==> src/rtl/cabac_bin_ctrl.sv <==
// rtl/cabac_bin_ctrl.sv - regular-bin decode sequencer: range/value registers, bit buffer, datapath commit
module cabac_bin_ctrl #(
  parameter int         BIN_WIDTH  = 4,
  parameter logic [8:0] INIT_RANGE = 9'd510,
  parameter int         BUF_W      = 16
) (
  input  logic                 clk,
  input  logic                 rst,
  input  logic                 start,
  input  logic                 bs_valid,
  input  logic [7:0]           bs_data,
  output logic                 bs_ready,
  input  logic                 req_valid,
  input  logic [7:0]           req_state,
  output logic                 req_ready,
  output logic                 bin_valid,
  output logic                 bin,
  output logic                 bin_lps,
  output logic [8:0]           dp_range,
  output logic [15:0]          dp_value,
  output logic [7:0]           dp_state,
  input  logic [BIN_WIDTH-1:0] dp_bin,
  input  logic                 dp_lps,
  input  logic                 dp_mps_renorm,
  input  logic [2:0]           dp_numbits,
  input  logic [8:0]           dp_range_out,
  input  logic [15:0]          dp_value_out
);

  localparam logic [2:0] IDLE      = 3'd0;
  localparam logic [2:0] INIT      = 3'd1;
  localparam logic [2:0] READY     = 3'd2;
  localparam logic [2:0] EVAL      = 3'd3;
  localparam logic [2:0] WAIT_BITS = 3'd4;

  localparam logic [4:0] BUF_BITS = 5'(BUF_W);

  logic [2:0]       fsm_q;
  logic [8:0]       range_q;
  logic [15:0]      value_q;
  logic [BUF_W-1:0] bit_buf_q;
  logic [4:0]       cnt_q;
  logic [7:0]       state_q;
  logic             bin_valid_q;
  logic             bin_q;
  logic             bin_lps_q;

  logic [2:0]       shift;
  logic             commit;
  logic [2:0]       take_n;
  logic [BUF_W-1:0] fresh;
  logic [BUF_W-1:0] buf_taken;
  logic [4:0]       cnt_taken;
  logic             accept;
  logic [BUF_W-1:0] buf_next;
  logic [4:0]       cnt_next;

  // only bit 0 of the datapath bin carries information
  logic unused_dp_bin;
  assign unused_dp_bin = ^dp_bin;

  assign bs_ready  = (fsm_q != IDLE) && (cnt_q <= 5'd8);
  assign req_ready = (fsm_q == READY);
  assign bin_valid = bin_valid_q;
  assign bin       = bin_q;
  assign bin_lps   = bin_lps_q;
  assign dp_range  = range_q;
  assign dp_value  = value_q;
  assign dp_state  = state_q;

  // take is applied before the byte insert, so the byte lands at the post-take count
  always_comb begin
    shift     = dp_lps ? dp_numbits : (dp_mps_renorm ? 3'd0 : 3'd1);
    commit    = ((fsm_q == EVAL) || (fsm_q == WAIT_BITS)) && ({2'b00, shift} <= cnt_q) && !start;
    take_n    = commit ? shift : 3'd0;
    fresh     = bit_buf_q >> (BUF_BITS - {2'b00, take_n});
    buf_taken = bit_buf_q << take_n;
    cnt_taken = cnt_q - {2'b00, take_n};
    accept    = bs_valid && bs_ready && !start;
    buf_next  = buf_taken;
    cnt_next  = cnt_taken;
    if (accept) begin
      buf_next = (buf_taken & ~(16'hFF00 >> cnt_taken)) | ({bs_data, 8'h00} >> cnt_taken);
      cnt_next = cnt_taken + 5'd8;
    end
  end

  always_ff @(posedge clk) begin
    if (rst) begin
      fsm_q       <= IDLE;
      range_q     <= '0;
      value_q     <= '0;
      bit_buf_q   <= '0;
      cnt_q       <= '0;
      state_q     <= '0;
      bin_valid_q <= 1'b0;
      bin_q       <= 1'b0;
      bin_lps_q   <= 1'b0;
    end else begin
      bin_valid_q <= 1'b0;
      if (start) begin
        fsm_q     <= INIT;
        bit_buf_q <= '0;
        cnt_q     <= '0;
      end else begin
        bit_buf_q <= buf_next;
        cnt_q     <= cnt_next;
        case (fsm_q)
          IDLE: ;
          INIT: begin
            if (cnt_q == 5'd16) begin
              value_q   <= bit_buf_q;
              range_q   <= INIT_RANGE;
              bit_buf_q <= '0;
              cnt_q     <= '0;
              fsm_q     <= READY;
            end
          end
          READY: begin
            if (req_valid) begin
              state_q <= req_state;
              fsm_q   <= EVAL;
            end
          end
          EVAL, WAIT_BITS: begin
            if (commit) begin
              range_q     <= dp_range_out;
              value_q     <= dp_value_out | fresh;
              bin_q       <= dp_bin[0];
              bin_lps_q   <= dp_lps;
              bin_valid_q <= 1'b1;
              fsm_q       <= READY;
            end else begin
              fsm_q <= WAIT_BITS;
            end
          end
          default: fsm_q <= IDLE;
        endcase
      end
    end
  end

endmodule

==> config.mk <==
export PLATFORM = sky130hd
export DESIGN_NAME = cabac_bin_ctrl
export DESIGN_NICKNAME = d
export VERILOG_FILES = /design/src/rtl/cabac_bin_ctrl.sv
export SDC_FILE = /design/constraint.sdc
export NUM_CORES = 1
export LEC_CHECK = 0
export ABC_AREA = 1
export CAP_MARGIN = 40
export CORE_MARGIN = 10
export CORE_UTILIZATION = 45
export CTS_CLUSTER_SIZE = 40
export DETAILED_ROUTE_END_ITERATION = 16
export MAX_ROUTING_LAYER = met4
export PLACE_DENSITY = 0.77
export SETUP_SLACK_MARGIN = 0.4
export SLEW_MARGIN = 20
export SYNTH_ARGS = -nofsm -noshare
export SYNTH_HDL_FRONTEND = slang
export SYNTH_SLANG_ARGS = --single-unit
==> constraint.sdc <==
create_clock -name clk -period 6.4 [get_ports clk]
set_input_delay 1.92 -clock clk [delete_from_list [all_inputs] [get_ports clk]]
set_output_delay 1.92 -clock clk [all_outputs]
set_load 0.02 [all_outputs]
Word level (Yosys, flattened, before mapping)

Cells that the tools add are included.

Register bits: 60
Input bits: 55
Word-level logic and storage cells: 76
Output and inout bits: 38

Shifts and indexed selects: 4
Magnitude comparators: 2
Bitwise gates (word level): 7
Equal/unequal tests: 11
Add/sub/neg operators: 3
Muxes and demuxes: 21
Reduce and logical (&&, ||, !) cells: 18

Operators by type and width:

| cell                                                            | number |
|---|---|
| two-way mux 16 bit                                              | 5 |
| OR 16 bit                                                       | 2 |
| case mux 16 bit (2 select lines)                                | 1 |
| right shift 16 x 5 -> 16 bit                                    | 2 |
| two-way mux 9 bit                                               | 2 |
| case mux 9 bit (2 select lines)                                 | 1 |
| AND 16 bit                                                      | 1 |
| NOT 16 bit                                                      | 1 |
| << shifter 16 x 3 -> 16 bit                                     | 1 |
| right shift 16 x 5 -> 16 bit (first input constant)             | 1 |
| two-way mux 3 bit                                               | 5 |
| two-way mux 5 bit                                               | 3 |
| case mux 3 bit (4 select lines)                                 | 1 |
| AND reduction 3 bit                                             | 4 |
| inequality test 2 bit (second input constant)                   | 4 |
| equality test 3 x 2 -> 1 bit (second input constant)            | 2 |
| inequality test 3 bit (second input constant)                   | 2 |
| adder 5 x 4 -> 5 bit (second input constant)                    | 1 |
| equality test 5 bit (second input constant)                     | 1 |
| less-or-equal comparator 3 x 5 -> 1 bit                         | 1 |
| less-or-equal comparator 5 x 4 -> 1 bit (second input constant) | 1 |
| logical AND 1 bit                                               | 5 |
| subtractor 5 x 3 -> 5 bit                                       | 1 |
| subtractor 5 x 3 -> 5 bit (first input constant)                | 1 |
| other kinds (12)                                                | 17 |

Longest topological paths before layout

Depth after elaboration: 14
Mapped depth: 27
Gate-level depth less buffers: 25

Worst setup path before layout

Ideal clock, no wire load.

Kind: in2reg
Start: input port dp_lps
End: register bit_buf_q[12]
Arrival: 5304 ps
Data required time: 6272 ps
Buffers on the path: 3
Library setup time: 128 ps
Path slack: 968 ps
Stages on the path: 24
Cells stage by stage: o21ai_2 clkbuf_1 inv_1 ha_1 nand2_1 inv_1 nand4_1 nand2_2 nand3_4 buf_6 buf_6 inv_2 ha_1 fa_1 or2_2 nand2_1 xor2_1 nor2_4 inv_2 nor2_4 nand2_1 inv_1 a221oi_1 a21oi_1

Longest elaborated chain between the ends: 13
Elaborated cells between the ends (all ways): 15
Classes of those cells: 1 x add/sub; 1 x order compare; 3 x shift; 5 x mux; 3 x bitwise; 2 x reduce/logical

RTL lines:

| what                                    | line | text |
|---|---|---|
| start, declared                         | 23   | `input logic dp_lps,` |
| two-way mux 3 bit *                     | 73   | `shift = dp_lps ? dp_numbits : (dp_mps_renorm ? 3'd0 : 3'd1);` |
| less-or-equal comparator 3 x 5 -> 1 bit | 74   | `commit = ((fsm_q == EVAL) \|\| (fsm_q == WAIT_BITS)) && ({2'b00, shift} <= cnt_q) && !start;` |
| logical AND 1 bit (2 in series)         | 74   |  |
| two-way mux 3 bit *                     | 75   | `take_n = commit ? shift : 3'd0;` |
| subtractor 5 x 3 -> 5 bit               | 78   | `cnt_taken = cnt_q - {2'b00, take_n};` |
| right shift 16 x 5 -> 16 bit            | 83   | `buf_next = (buf_taken & ~(16'hFF00 >> cnt_taken)) \| ({bs_data, 8'h00} >> cnt_taken);` |
| NOT 16 bit                              | 83   |  |
| AND 16 bit                              | 83   |  |
| OR 16 bit                               | 83   |  |
| two-way mux 16 bit *                    | 82   | `if (accept) begin` |
| two-way mux 16 bit                      | 111  | `if (cnt_q == 5'd16) begin` |
| two-way mux 16 bit *                    | 108  | `case (fsm_q)` |
| end signal, assigned                    | 106  | `bit_buf_q <= buf_next;` |
| end, declared                           | 41   | `logic [BUF_W-1:0] bit_buf_q;` |

Mark *: on every way between the ends. The rest lies on a longest branch, timed or not.
A chain may end at the register's enable or synchronous reset.

Worst setup path in the final report

Start: input port dp_lps
End: register bit_buf_q[2]

Same word-level chain as after synthesis.

==> impl_metrics.toml <==
[status]
outcome = "completed"

[yosys]
syn-num-nets = 739
ys_ff_latch = 60
yosys-top-cells-area = "dfxtp_1, nand2_1, o21ai_0"
yosysMostFrequentCell = "nand2_1"
syn_inst = 675
postSynthAreaPerCell_um2 = 6.369
synth_area_mm2 = 0.004299
synth_edf_count = 0
ys_warn_count = 0
ys_seq_area_share_pct = 27.94
ys.flop_type = "dfxtp_1"
synth-async-reset-ratio_pct = 0
yosys.area.top_type = "dfxtp_1"
synthTopCellsByCount = "nand2_1, nor2_1, o21ai_0"
yosysUniqueCellTypes = 47
yosys.area.top_type_share_pct = 27.94

[setup_path]
criticalPathCategory = "in2reg"
start_kind = "input port"
r2r_cells = 21
crit_start = "dp_lps"
cp.depth = 23
crit_arrival_ns = 5.92
cpMaxStageDelayCell = "clkdlybuf4s50_1"
cp_cell_sequence = "clkdlybuf4s50_1 > nand2_1 > inv_1 > ha_1 > nand2_1 > inv_1 > nand3_1 > nand2_1 > nand2_2 > nand3_4 > inv_2 > ha_1 > fa_1 > or2_2 > nand2_1 > xor2_1 > nor2_4 > inv_2 > nor2_4 > inv_2 > o31ai_1 > inv_1 > a21oi_1"
r2r-end = "bit_buf_q[2]"
path_delay_family = "simple AND/OR/NAND/NOR gates"
path_buf_inv = 7
crit_path_end_kind = "register"
timing.rr.start = "cnt_q[1]"
critPathMaxStageDelay_ns = 0.48
cpMostUsedCell = "nand2_1"
worstSetupEndpoint = "bit_buf_q[2]"
rrSetupSlack_ns = 2.60
critPathMaxFanout = 13
cp_data_required_time_ns = 6.65

[cts]
cts_tree = "yes"
cts_hold_buffers = 0
clockRootBuffer = "clkbuf_8"
cts_num_sinks = 60
cts_made_buffers = 9
max-clock-path-buffers = 2
htree_levels = 3
clk_latency_ns = 0.35
clk_pin_slew_worst_paths_ns = 0.08

[cells_and_area]
syn_to_final_growth_pct = 27.24
post-route-util_pct = 58.92
nNetsFinal = 818
fill_cells = 915
diodes = 0
multi_input_area_mm2 = 0.002680
seq_area_mm2 = 0.001201
drive_gt1_share_pct = 9.618

[floorplan]
core_mm2 = 0.009284
rows = 35
num_io_pins = 93
die_x_um = 117.7
dieArea_mm2 = 0.01386
die-height_um = 117.7
initial_core_util_pct = 46.31

[grt]
antenna_found_initial = 0
groute.usage.overall_pct = 20.05
grt_pass1_vias = 4740
grt_pass1_wl_um = 23090
grt_start_max_net_pins = 40
grt-ovfl-total = 0

[power]
p_total_uw = 772.2
vdd_ir_drop_max_v = 0.00008138
power.leakage_nw = 2.315
p_per_area_mw_per_mm2 = 141.2

[routing]
drc = 0
drtPass1Iterations = 5
via_per_inst = 5.474
routedWlPerCell_um = 15.64
routed_wl_um = 13890
vias = 4861
drtIter0Drc = 450
antenna_left = 0

[hold_path]
min-delay-path-class = "reg2reg"

[sta]
finClkSkew_ns = 0.009780
timing.setup.tns_ns = 0
drv_slew = 0
tightestPinTransition_ns = 0.7801
layout_min_cycle_time_ns = 5.670
maxSlewHeadroom_pct = 47.94
fmax_mhz = 176.4
setup_viol = 0
timing.final.crit_share_pct = 88.59
rsz0062_at_grt = "no"
hold_violations = 0

[place]
numPortBuffers = 89
dpl.hpwl_um = 10870
gp_congestion = 0.9398

[job]
max_cap_violations = 0
==> worst min path at each step <==
| stage | endpoint | start | depth (start not counted) |
|---|---|---|---|
| final | dp_range[0] | dp_range[0] | 2 |
| after global routing | dp_range[0] | dp_range[0] | 2 |
| after CTS | dp_range[0] | dp_range[0] | 2 |
| after detailed placement | dp_range[0] | dp_range[0] | 2 |
| after global placement | dp_range[0] | dp_range[0] | 2 |
| after floorplan | dp_value[9] | bit_buf_q[9] | 2 |
==> worst min-delay path: stages, from the launching register on <==
cell and delay, ns:
dfxtp_1 0.32, nand2_1 0.06, a21oi_1 0.05
==> what timing repair did <==
action                                  in CTS  in global routing
hold endpoints to repair                     0                  0
buffers inserted                             0                  1
endpoints found under the setup margin       0                 10
resized for setup                            0                  2
==> cell families after synthesis <==
logic type | after synthesis | synth area share (%)
DFF | 60 | 27.94
adders and majority gates | 9 | 2.794
buffers and inverters | 104 | 9.779
and+or+nand+nor | 326 | 34.60
xor gates and xnor gates | 1 | 0.2038
AOI/OAI and AO/OA | 169 | 23.25
muxes | 6 | 1.426
==> power breakdown <==
group	switching [mW]	total [mW]	internal (mW)
Clock	0.171	0.317	0.145
Sequential	0.00156	0.376	0.374
Combinational	0.0397	0.0797	0.0400
==> state kept, by name, indices dropped and copies added, names as in the netlist <==
signal	flops
bit_buf_q	16
bin_valid	1
dp_value	16
fsm_q	3
bin_lps	1
cnt_q	5
bin	1
dp_range	9
dp_state	8
==> area by class of cell <==
cell class                      instances  area share, %
Multi-Input combinational cell        511          48.99
Clock buffer                            9          2.264
Tap cell                              129          2.951
Sequential cell                        60          21.96
Timing Repair Buffer                  100          17.75
Inverter                               72          5.009
Clock inverter                          7          1.075
==> layer usage <==
| metal | up-vias | track usage, % | routed length, um |
|---|---|---|---|
| li1 | 2437 | - | - |
| met1 | 2207 | 25.04 | 6510 |
| met2 | 195 | 32.10 | 6415 |
| met3 | 22 | 3.741 | 742 |
| met4 | 0 | 6.028 | 218 |
| met5 | - | - | 0 |
==> placed cells by master, fill, tap and decap left out, drive strengths merged, types with 3 or more instances in the layout <==
cell,netlist,final
clkinv,3,5
a21oi,46,46
nor2,76,76
nand2,157,157
clkinvlp,0,3
clkdlybuf4s50,0,89
ha,8,8
buf,11,10
nor3,5,5
o21a,3,3
o221a,8,8
mux2i,5,5
nand3,66,66
clkbuf,21,10
a31oi,4,4
o21ai,82,82
nand4,15,15
inv,69,71
o22ai,4,4
a211oi,3,3
or2,5,5
dfxtp,60,60
o211ai,9,9
==> stage by stage <==
step	hold WS (ns)	cells	worst slack, ns	area, um2
after floorplan	0.5214	675	0.9680	4299
after global placement	0.4543	870	0.3357	5269
after detailed placement	0.4665	870	0.2851	5269
after CTS	0.4784	886	0.6124	5451
after global routing	0.4959	888	0.4142	5470
final	0.4724	888	0.7303	5470
Power figures use the tool's default switching activity.
